<file path="src/rtl/countdown_zero_timer_if.sv">
// Control/status bundle for countdown_zero_timer: load/enable inputs and count/flag outputs.
interface countdown_zero_timer_if #(
    parameter int WIDTH = 8
);
    logic             LOAD;
    logic             EN;
    logic             RELOAD_EN;
    logic [WIDTH-1:0] D;
    logic [WIDTH-1:0] Q;
    logic             ZERO;
    logic             DONE;
    logic             BUSY;

    modport master (
        output LOAD, EN, RELOAD_EN, D,
        input  Q, ZERO, DONE, BUSY
    );

    modport slave (
        input  LOAD, EN, RELOAD_EN, D,
        output Q, ZERO, DONE, BUSY
    );
endinterface

</file>
<file path="src/rtl/countdown_zero_timer.sv">
// Loadable down-counter with registered zero flag, terminal-count pulse and
// optional auto-reload. All outputs come straight from flops.
//
// state  | meaning
// IDLE   | stopped, count holds (normally 0), EN ignored
// RUN    | counting down on EN
// EXPIRE | one-shot terminal count just reached, returns to IDLE next cycle
module countdown_zero_timer #(
    parameter int WIDTH = 8
) (
    input  logic                  CLK,
    input  logic                  RST,
    countdown_zero_timer_if.slave bus
);
    typedef enum logic [1:0] {
        IDLE   = 2'd0,
        RUN    = 2'd1,
        EXPIRE = 2'd2
    } state_t;

    state_t           state_q, state_d;
    logic [WIDTH-1:0] q_q, q_d;
    logic [WIDTH-1:0] r_q, r_d;
    logic             zero_q, zero_d;
    logic             done_q, done_d;
    logic             busy_q, busy_d;

    always_comb begin
        state_d = state_q;
        q_d     = q_q;
        r_d     = r_q;
        done_d  = 1'b0;
        if (bus.LOAD) begin
            // Load wins over EN, so a terminal count in this cycle is dropped.
            q_d     = bus.D;
            r_d     = bus.D;
            state_d = (bus.D != '0) ? RUN : IDLE;
        end else begin
            case (state_q)
                RUN: begin
                    if (bus.EN) begin
                        if (q_q > WIDTH'(1)) begin
                            q_d = q_q - WIDTH'(1);
                        end else if (q_q == WIDTH'(1)) begin
                            done_d = 1'b1;
                            if (bus.RELOAD_EN) begin
                                q_d = r_q;
                            end else begin
                                q_d     = '0;
                                state_d = EXPIRE;
                            end
                        end else begin
                            state_d = IDLE;
                        end
                    end
                end
                EXPIRE:  state_d = IDLE;
                default: state_d = IDLE;
            endcase
        end
        zero_d = (q_d == '0);
        busy_d = (state_d == RUN);
    end

    always_ff @(posedge CLK or posedge RST) begin
        if (RST) begin
            state_q <= IDLE;
            q_q     <= '0;
            r_q     <= '0;
            zero_q  <= 1'b1;
            done_q  <= 1'b0;
            busy_q  <= 1'b0;
        end else begin
            state_q <= state_d;
            q_q     <= q_d;
            r_q     <= r_d;
            zero_q  <= zero_d;
            done_q  <= done_d;
            busy_q  <= busy_d;
        end
    end

    assign bus.Q    = q_q;
    assign bus.ZERO = zero_q;
    assign bus.DONE = done_q;
    assign bus.BUSY = busy_q;
endmodule

</file>
<file path="src/flat_wrapper.sv">
// flat-port wrapper written by rule: the top's interface ports become plain ports
module countdown_zero_timer_flat 
#(
    parameter int WIDTH = 8
)
  (CLK, RST, bus_LOAD, bus_EN, bus_RELOAD_EN, bus_D, bus_Q, bus_ZERO, bus_DONE, bus_BUSY);
  countdown_zero_timer_if #(.WIDTH(WIDTH)) bus_i ();
  input  logic CLK;
  input  logic RST;
  input wire logic [$bits(bus_i.LOAD)-1:0] bus_LOAD;
  input wire logic [$bits(bus_i.EN)-1:0] bus_EN;
  input wire logic [$bits(bus_i.RELOAD_EN)-1:0] bus_RELOAD_EN;
  input wire logic [$bits(bus_i.D)-1:0] bus_D;
  output wire logic [$bits(bus_i.Q)-1:0] bus_Q;
  output wire logic [$bits(bus_i.ZERO)-1:0] bus_ZERO;
  output wire logic [$bits(bus_i.DONE)-1:0] bus_DONE;
  output wire logic [$bits(bus_i.BUSY)-1:0] bus_BUSY;
  assign bus_i.LOAD = bus_LOAD;
  assign bus_i.EN = bus_EN;
  assign bus_i.RELOAD_EN = bus_RELOAD_EN;
  assign bus_i.D = bus_D;
  assign bus_Q = bus_i.Q;
  assign bus_ZERO = bus_i.ZERO;
  assign bus_DONE = bus_i.DONE;
  assign bus_BUSY = bus_i.BUSY;
  countdown_zero_timer #(.WIDTH(WIDTH)) u_core (.CLK(CLK), .RST(RST), .bus(bus_i));
endmodule
</file>
<file path="config.mk">
export PLATFORM = sky130hd
export DESIGN_NAME = countdown_zero_timer_flat
export DESIGN_NICKNAME = d
export VERILOG_FILES = /design/src/rtl/countdown_zero_timer_if.sv /design/src/rtl/countdown_zero_timer.sv /design/src/flat_wrapper.sv
export SDC_FILE = /design/constraint.sdc
export NUM_CORES = 1
export LEC_CHECK = 0
export BUFFER_PORTS_ARGS = -buffer_cell sky130_fd_sc_hd__buf_2
export CAP_MARGIN = 20
export CORE_ASPECT_RATIO = 0.9
export CORE_UTILIZATION = 34
export CTS_CLUSTER_DIAMETER = 50
export DETAILED_ROUTE_END_ITERATION = 8
export SYNTH_ARGS = -nofsm -noshare
export SYNTH_HDL_FRONTEND = slang
export SYNTH_SLANG_ARGS = --single-unit
</file>
<file path="constraint.sdc">
create_clock -name CLK -period 3.8 [get_ports CLK]
set_clock_uncertainty 0.1 [all_clocks]
set_input_delay 0.38 -clock CLK [delete_from_list [all_inputs] [get_ports CLK]]
set_output_delay 0.38 -clock CLK [all_outputs]
set_load 0.01 [all_outputs]
</file>
==> results of run 1 <==
## worst max path at each step
stage	slack, ns	cells past startpoint	from	end
after floorplan	1.63	9	u_core.bus.Q[0]	u_core.bus.ZERO
after global placement	1.43	8	u_core.bus.Q[1]	u_core.bus.ZERO
after detailed placement	1.38	8	u_core.bus.Q[0]	u_core.bus.ZERO
after CTS	1.36	8	u_core.bus.Q[0]	u_core.bus.ZERO
after global routing	1.09	8	u_core.bus.Q[0]	u_core.bus.ZERO
final	1.38	8	u_core.bus.Q[0]	u_core.bus.ZERO
## critical path, cell delays in order (launching register included)
cell and delay, ns:
dfrtp_1 0.43, inv_1 0.13, ha_1 0.31, nand4b_1 0.23, nor3b_1 0.30, mux2i_1 0.22
o221ai_1 0.15, nand4b_1 0.23, nor4_2 0.24
## kinds of logic (layout without fill, tap and decap cells)
logic type      count (synthesis)  after routing
buf+inv                        21             44
fa+ha+maj                       2              2
compound gates                 33             33
simple gates                   45             45
mux                             6              6
flops                          21             21
## cells in the mapped netlist (2+ instances only)
library cell / count
a21oi_1: 5
a31oi_1: 2
a41o_1: 2
a41oi_1: 2
dfrtp_1: 20
ha_1: 2
inv_1: 17
mux2_2: 4
mux2i_1: 2
nand2_1: 12
nand3_1: 4
nand4b_1: 2
nor2_1: 6
nor3_1: 2
nor3b_1: 2
nor4_1: 4
nor4_2: 2
o21ai_0: 8
o311ai_0: 2
o31ai_1: 2
## cell type report
| type | count | share of cell area (%) |
|---|---|---|
| repair buffers | 23 | 8.113 |
| multi-input cells | 86 | 43.21 |
| well taps | 44 | 3.880 |
| flip-flops and latches | 21 | 37.13 |
| clock buffers | 4 | 3.175 |
| inverters | 17 | 4.497 |
## through the flow
stage | power [uW] | worst slack (ns) | cell area [um2] | utilization (%) | cells
2_1_floorplan | 347.1 | 1.631 | 1240 | - | 128
3_3_place_gp | 384.7 | 1.426 | 1374 | 40.07 | 191
3_5_place_dp | 386.4 | 1.379 | 1374 | 40.07 | 191
4_1_cts | 535.2 | 1.357 | 1419 | 41.39 | 195
5_1_grt | 559.1 | 1.093 | 1419 | 41.39 | 195
6_report | 532.8 | 1.382 | 1419 | 41.39 | 195
## flip-flops by register name, summed over array words and instances (netlist names)
name and flops:
u_core.bus.Q 8, u_core.bus.ZERO 1, u_core.state_q 2, u_core.bus.DONE 1, u_core.bus.BUSY 1, u_core.r_q 8
## layer usage
| metal | part of all wire (%) | routed length [um] |
|---|---|---|
| met2 | 47 | 1438 |
| met4 | 2.5 | 77 |
| met1 | 47 | 1457 |
| met5 | 0 | 0 |
| met3 | 3.1 | 96 |
## power breakdown
part | internal (uW) | switching, uW | leakage [uW]
combinational | 47.8 | 69.4 | 0.000352
clock | 74.9 | 75.6 | 0.0000228
sequential | 242 | 22.9 | 0.000252
==> results.txt, run 1 <==
Measured in cells, the most critical reg-to-reg path has a length of 8. The wire length of the first global-routing pass came out at 5.202 mm. For this configuration, the core starts out at a cell density of 36.17%.

The hold buffer count at CTS came out at 0. The die is 59.29 um tall. The end of the worst register-to-register path is u_core.bus.ZERO. The average instance area after synthesis is 9.687 um2. Once detail routing completed, the nets flagged for antenna violations numbered 0. The final worst-path cycle share is 63.63%.

The die area came out at 0.003893 mm2. The floorplan core area is 0.003428 mm2. The max-slew violation total from the final report was 0.

The number of hold violations in the final report came out at 0. For this run, global-route usage on met3 was measured as 1.923%. The arrival time at the worst endpoint is 2.50 ns. The library cell used most frequently in the layout, excluding fill and tap cells, is buf_2. The most utilized layer in the global route result is met2. For met2 alone, demand over resource in global routing was 28.86%. The die is 65.66 um wide. In this run, CTS created clock tree buffers numbering 3.

After synthesis, the largest family of logic cells by area is simple AND/OR/NAND/NOR gates. The detailed-placement wirelength estimate came out at 2.383 mm. The total I/O pin count came out at 24.

The number of global-route vias before repair is 1,112. Clock-pin slew was measured on the worst setup and hold paths at 0.08 ns. The worst hold slack across all endpoints came out at 0.1633 ns.

Power spread over the standard cell area amounts to 375.5 mW/mm2. From synthesis to final layout, the design area changed by 14.43%. The number of standard-cell rows in the floorplan is 20. The post-route netlist has 25.17% of its cells at a drive strength greater than 1. Setup repair after global routing left no endpoint under its margin. The share of synthesized area spent on multiplexers came out at 5.247%.

The post-route minimum period is 2.418 ns. The synthesized instance count came out at 128. In the post-synthesis netlist, the biggest area contributors are dfrtp_1 40%, inv_1 5.1%, mux2_2 3.6%, nand2_1 3.6%, o21ai_0 3.2%. The netlist uses 46 different library cells.

The initial DRC count came out at 38. The netlist area before placement is 0.001240 mm2. Of all cell types, the one taking the most synthesized area is dfrtp_1. For this run, the detailed router's first-pass iteration total came to 4. The count of state elements after synthesis came out at 21. IR analysis of the VDD net gives a maximum drop of 0.1755 mV.

The required arrival time at the worst endpoint is 3.88 ns. The worst setup path is of the reg2reg kind. The number of warnings reported in the yosys synthesis log is 0.

The total detailed-routing wirelength came out at 3.070 mm. The tightest min-delay check is of the in2async type. The root buffer cell chosen for the clock tree is clkbuf_8. The predominant post-synthesis flop cell is dfrtp_1. The maximum operating frequency came out at 0.4136 GHz. The global-route congestion overflow total is 0. The max capacitance violation total is 0. The share of synthesized area occupied by flip-flops and latches came out at 42.48%. At the end of the flow, the number of nets in the layout was 167. The worst max-slew margin expressed relative to the limit came out at 45.04%. The reported leakage power is 0.0006271 uW.

The CTS tree is built. The maximum number of buffers from clock root to sink came out at 2. The per-cell routed wire length came out at 15.74 um. For this run, global-route usage on met1 was measured as 23.49%. The number of antenna diodes is 0.

The area fraction in and, or, nand and nor cells after synthesis is 23.21%. The adder-cell share of the synthesized area came out at 2.018%. The minimum setup slack among reg-to-reg paths came out at 1.38 ns.

Synthesis produced a netlist with a net count of 143. In this run the number of H-tree levels came out at 1. Global routing used 17.90% of the available tracks across all layers. The multi-input gate area in the final layout is 613.1 um2.

The worst setup path is launched from a flop. The fraction of post-synthesis cell area in the top cell type by area came out at 40.36%. Setup violations remaining at the end of the flow were counted as 0. The number of antenna violations at the first check in global routing came out at 0. The area used by sequential logic in the layout came out at 526.8 um2. The post-route setup TNS is 0 ns. Entering global routing, the biggest net connects 25 pins. The total vias in the final route came out at 1,084. The worst setup path is captured at a flop. Routability-driven placement finished with a final weighted congestion of 0.8441. The filler cells instantiated in the layout total 331. The number of clock sinks is 21.

For the pin with the worst max-slew slack, the measured transition is 0.8235 ns. The buffers inserted during post-CTS setup optimization is 0. The post-cts resize count is 0.

The top cell types in the final layout, fill and taps aside, are 23 x buf_2, 20 x dfrtp_1, 17 x inv_1. The number of enable flip-flop cells after synthesis came out at 0. In the routed layout, each cell is associated on average with a via count of 5.559.

The count of buffers added on input and output ports is 23. Of all nets on the critical path, the largest fanout is 8. Summing the areas of all compound-gate instances in the mapped netlist gives 18.97% of the synthesized area. The total DRC errors in the routed layout came out at 0. After synthesis, the share of flip-flops with an asynchronous set or reset is 100.0%.

The clock latency on the worst-skew pair came out at 0.26 ns. The startpoint identified for the worst register-to-register timing path is u_core.bus.Q[0]. The xor/xnor cell area share of the yosys netlist came out at 0%.

The run finished with clean final reports.
No activity file was read; power rests on OpenSTA's default activity.
==> inputs of run 2 (changes only) <==
Clock period 3.8 ns to 2.1 ns, I/O delays scaled along.
==> run 2 against run 1 <==
The flow now finishes with violations (setup timing). Worst hold slack got worse by 0.16 ns. Worst setup slack got worse by 1.4 ns. Clock power increased by 78%. Critical path type unchanged. Maximum frequency up 14%. Sequential power up 76%. Cell count is 13% higher. Die area unchanged. First-iteration DRC count rose by 18%. Clock-buffer cell count unchanged. Highest routed layer unchanged. Utilization increased by 7.6 points. Sequential cell count did not move. Largest power group unchanged.
==> results.txt, run 2 (same netlist as run 1, synthesis figures left out) <==
The maximum operating frequency came out at 0.4722 GHz (+14%). The number of global-route vias before repair came to 1,126 (+1.3%). The die boundary height came out at 59.29 um (unchanged). The initial DRC count came out at 45 (+18%).

The count of endpoints failing setup in the final report was 1 (+1). The total CTS buffers came out at 3 (unchanged). The floorplan core area is 0.003428 mm2 (unchanged).

The minimum setup slack among reg-to-reg paths came to -0.02 ns (-1.40 ns). In this run the critical register-to-register path is launched from u_core.bus.Q[4]. The cell at the root of the clock tree is clkbuf_8.

The largest fanout on the critical path is 4 (-4). The width of the chip came to 65.66 um (unchanged). The per-cell routed wire length came to 15.34 um (-2.6%). The filler cell count in the final layout was 311 (-6.0%). The reported leakage power was 0.0007562 uW (+21%). The worst max-slew margin expressed relative to the limit came to 44.42% (-0.62 points). The number of hold violations in the final report came out at 0 (unchanged). The number of antenna diodes came out at 0 (unchanged).

The die area came out at 0.003893 mm2 (unchanged). The post-detailed-route count of antenna-violating nets came out at 0 (unchanged). The area after detailed placement came out at 0.001560 mm2 (+14%). The post-route minimum period came to 2.118 ns (-0.3003 ns). In this run the worst setup path terminates at u_core.bus.ZERO.

The first-pass iteration count of the detailed router came out at 4 (unchanged). The checks that failed: setup timing. The critical path goes through or3_4, nor4_4, mux2_2, a31oi_4, nand4b_1, nor4_2. The number of standard-cell rows in the floorplan came out at 20 (unchanged).

The share of final-layout standard cells stronger than drive strength 1 came out at 44.32% (+19 points). The total DRC errors in the routed layout is 0 (unchanged). STA classifies the critical path endpoint as a flop. The depth of the worst register-to-register path is 6 (-2). The final cell area excluding filler cells is 0.001680 mm2 (+18%). The arrival time at the worst endpoint is 2.20 ns (-0.30 ns). The total vias in the final route came to 1,177 (+8.6%). The worst setup path startpoint is u_core.bus.Q[4]. The wire length of the first global-routing pass came to 5.347 mm (+2.8%).

The maximum number of buffers from clock root to sink came to 2 (unchanged). The library cells used most frequently in the layout, excluding fill and tap cells, are 25 x buf_4, 23 x buf_2, 19 x dfrtp_1. The detail-routed via count per cell came out at 5.350 (-3.8%).

The detailed-placement wirelength estimate is 2.533 mm (+6.3%). The post-layout worst setup margin came out at -0.01761 ns (-1.400 ns). The max-slew violation total from the final report came out at 0 (unchanged). The number of clock sinks is 21 (unchanged).

The number of antenna violations at the first check in global routing is 0 (unchanged). The worst setup path is launched from a flop. The transition time at the pin with the least slew margin came out at 0.8328 ns (+0.009279 ns). The total I/O pin count came out at 24 (unchanged). The number of levels the H-tree was split into came out at 1 (unchanged). The global-route congestion overflow total was 0 (unchanged). In this run the critical register-to-register path is captured at u_core.bus.ZERO.

By startpoint and endpoint, the worst setup path is classified as reg2reg. The area added between synthesis and finish is 35.52%. TritonCTS built the clock tree.

The delay contributed by the slowest stage of the critical path is 0.44 ns (about the same). The clock-pin slew on the worst setup and hold paths is 0.08 ns (about the same). The library cell used most frequently in the layout, excluding fill and tap cells, is buf_4. The required arrival time at the worst endpoint came out at 2.18 ns (-1.70 ns). The maximum number of pins on one net before global-route repair is 22 (-12%). The clock latency on the worst-skew pair came to 0.26 ns (about the same).

The type of the worst min-delay path is in2async. The final worst-path cycle share came out at 100.8% (+37 points). The slowest stage of the critical path is the dfrtp_2 cell. The overall power consumption is 1064 uW (+100%).

Setup repair after global routing could not meet its margin everywhere. The initial standard-cell utilization of the core came out at 36.17% (unchanged). The power density over cell area was 633.2 mW/mm2 (+69%). The count of input and output buffers came out at 23 (unchanged). The flow ran to the end, but the final reports show violations. The maximum vdd drop is 0.3370 mV (+92%). The max capacitance violation total is 0 (unchanged).

The net count of the finished layout was 192 (+15%). The placer's final routability congestion estimate is 0.9097 (+7.8%). The hold buffer count at CTS came out at 0 (unchanged). The global-route usage over all layers is 18.58% (+0.68 points). The total detailed-routing wirelength was 3.375 mm (+9.9%).
-- run 2: cell types whose count changed in the layout (fill, tap and decap cells not counted), moves of 2 or more --
cell,change
buf_4,+25
ha_1,-2
inv_1,-2
inv_2,+2
-- run 2: per-stage QoR --
step	instances	worst slack, ns	setup TNS, ns	hold WS [ns]	util, %
global route	220	-0.08991	-0.08991	0.06928	49.01
finish	220	-0.01761	-0.01761	0.002496	49.01
detailed placement	215	-0.06430	-0.06430	0.3127	45.51
global placement	215	-0.1008	-0.1008	0.2977	45.51
CTS	220	0.001635	0	0.02930	48.43
floorplan	128	-0.008238	-0.008238	0.08579	-
-- run 2: report_power, final --
part           internal [uW]  switching, uW  leakage (uW)  total, uW
Clock                    135            132     0.0000228        267
Sequential               439           27.7      0.000251        466
Combinational            156            175      0.000482        331
-- run 2: final cells by class --
cell class	instances	area (um2)	area share (%)
timing repair buffer	48	302.8	18.02
inverter	17	63.81	3.797
clock buffer	4	45.04	2.681
multi-input combinational	86	685.7	40.80
sequential	21	528.0	31.42
tap	44	55.05	3.276
-- run 2: critical path, delay by kind of cell, from the launching register on --
family,cells,cell delay [ns]
compound gates,1,0.18
simple gates,4,0.92
mux,1,0.39
flops,1,0.44
-- run 2: worst min-delay path by stage --
stage | startpoint | end | slack, ns | cells past startpoint
finish | RST | u_core.r_q[3] | 0.002 | 2
global route | RST | u_core.r_q[3] | 0.07 | 2
CTS | RST | u_core.bus.Q[3] | 0.03 | 2
detailed placement | RST | u_core.bus.Q[1] | 0.31 | 2
global placement | RST | u_core.r_q[2] | 0.30 | 2
floorplan | RST | u_core.bus.BUSY | 0.09 | 1
-- run 2: what timing repair did --
action	in CTS	in global routing
endpoints found under the setup margin	1	3
buffers inserted	1	0
pin swaps	2	0
gates resized for setup	13	5
-- run 2: layer usage --
layer	GRT usage (%)	wire length, um	vias to the layer above
met4	8.075	68	0
met1	24.25	1578	571
met2	31.20	1645	27
li1	-	-	573
met5	0	0	-
met3	1.923	83	6
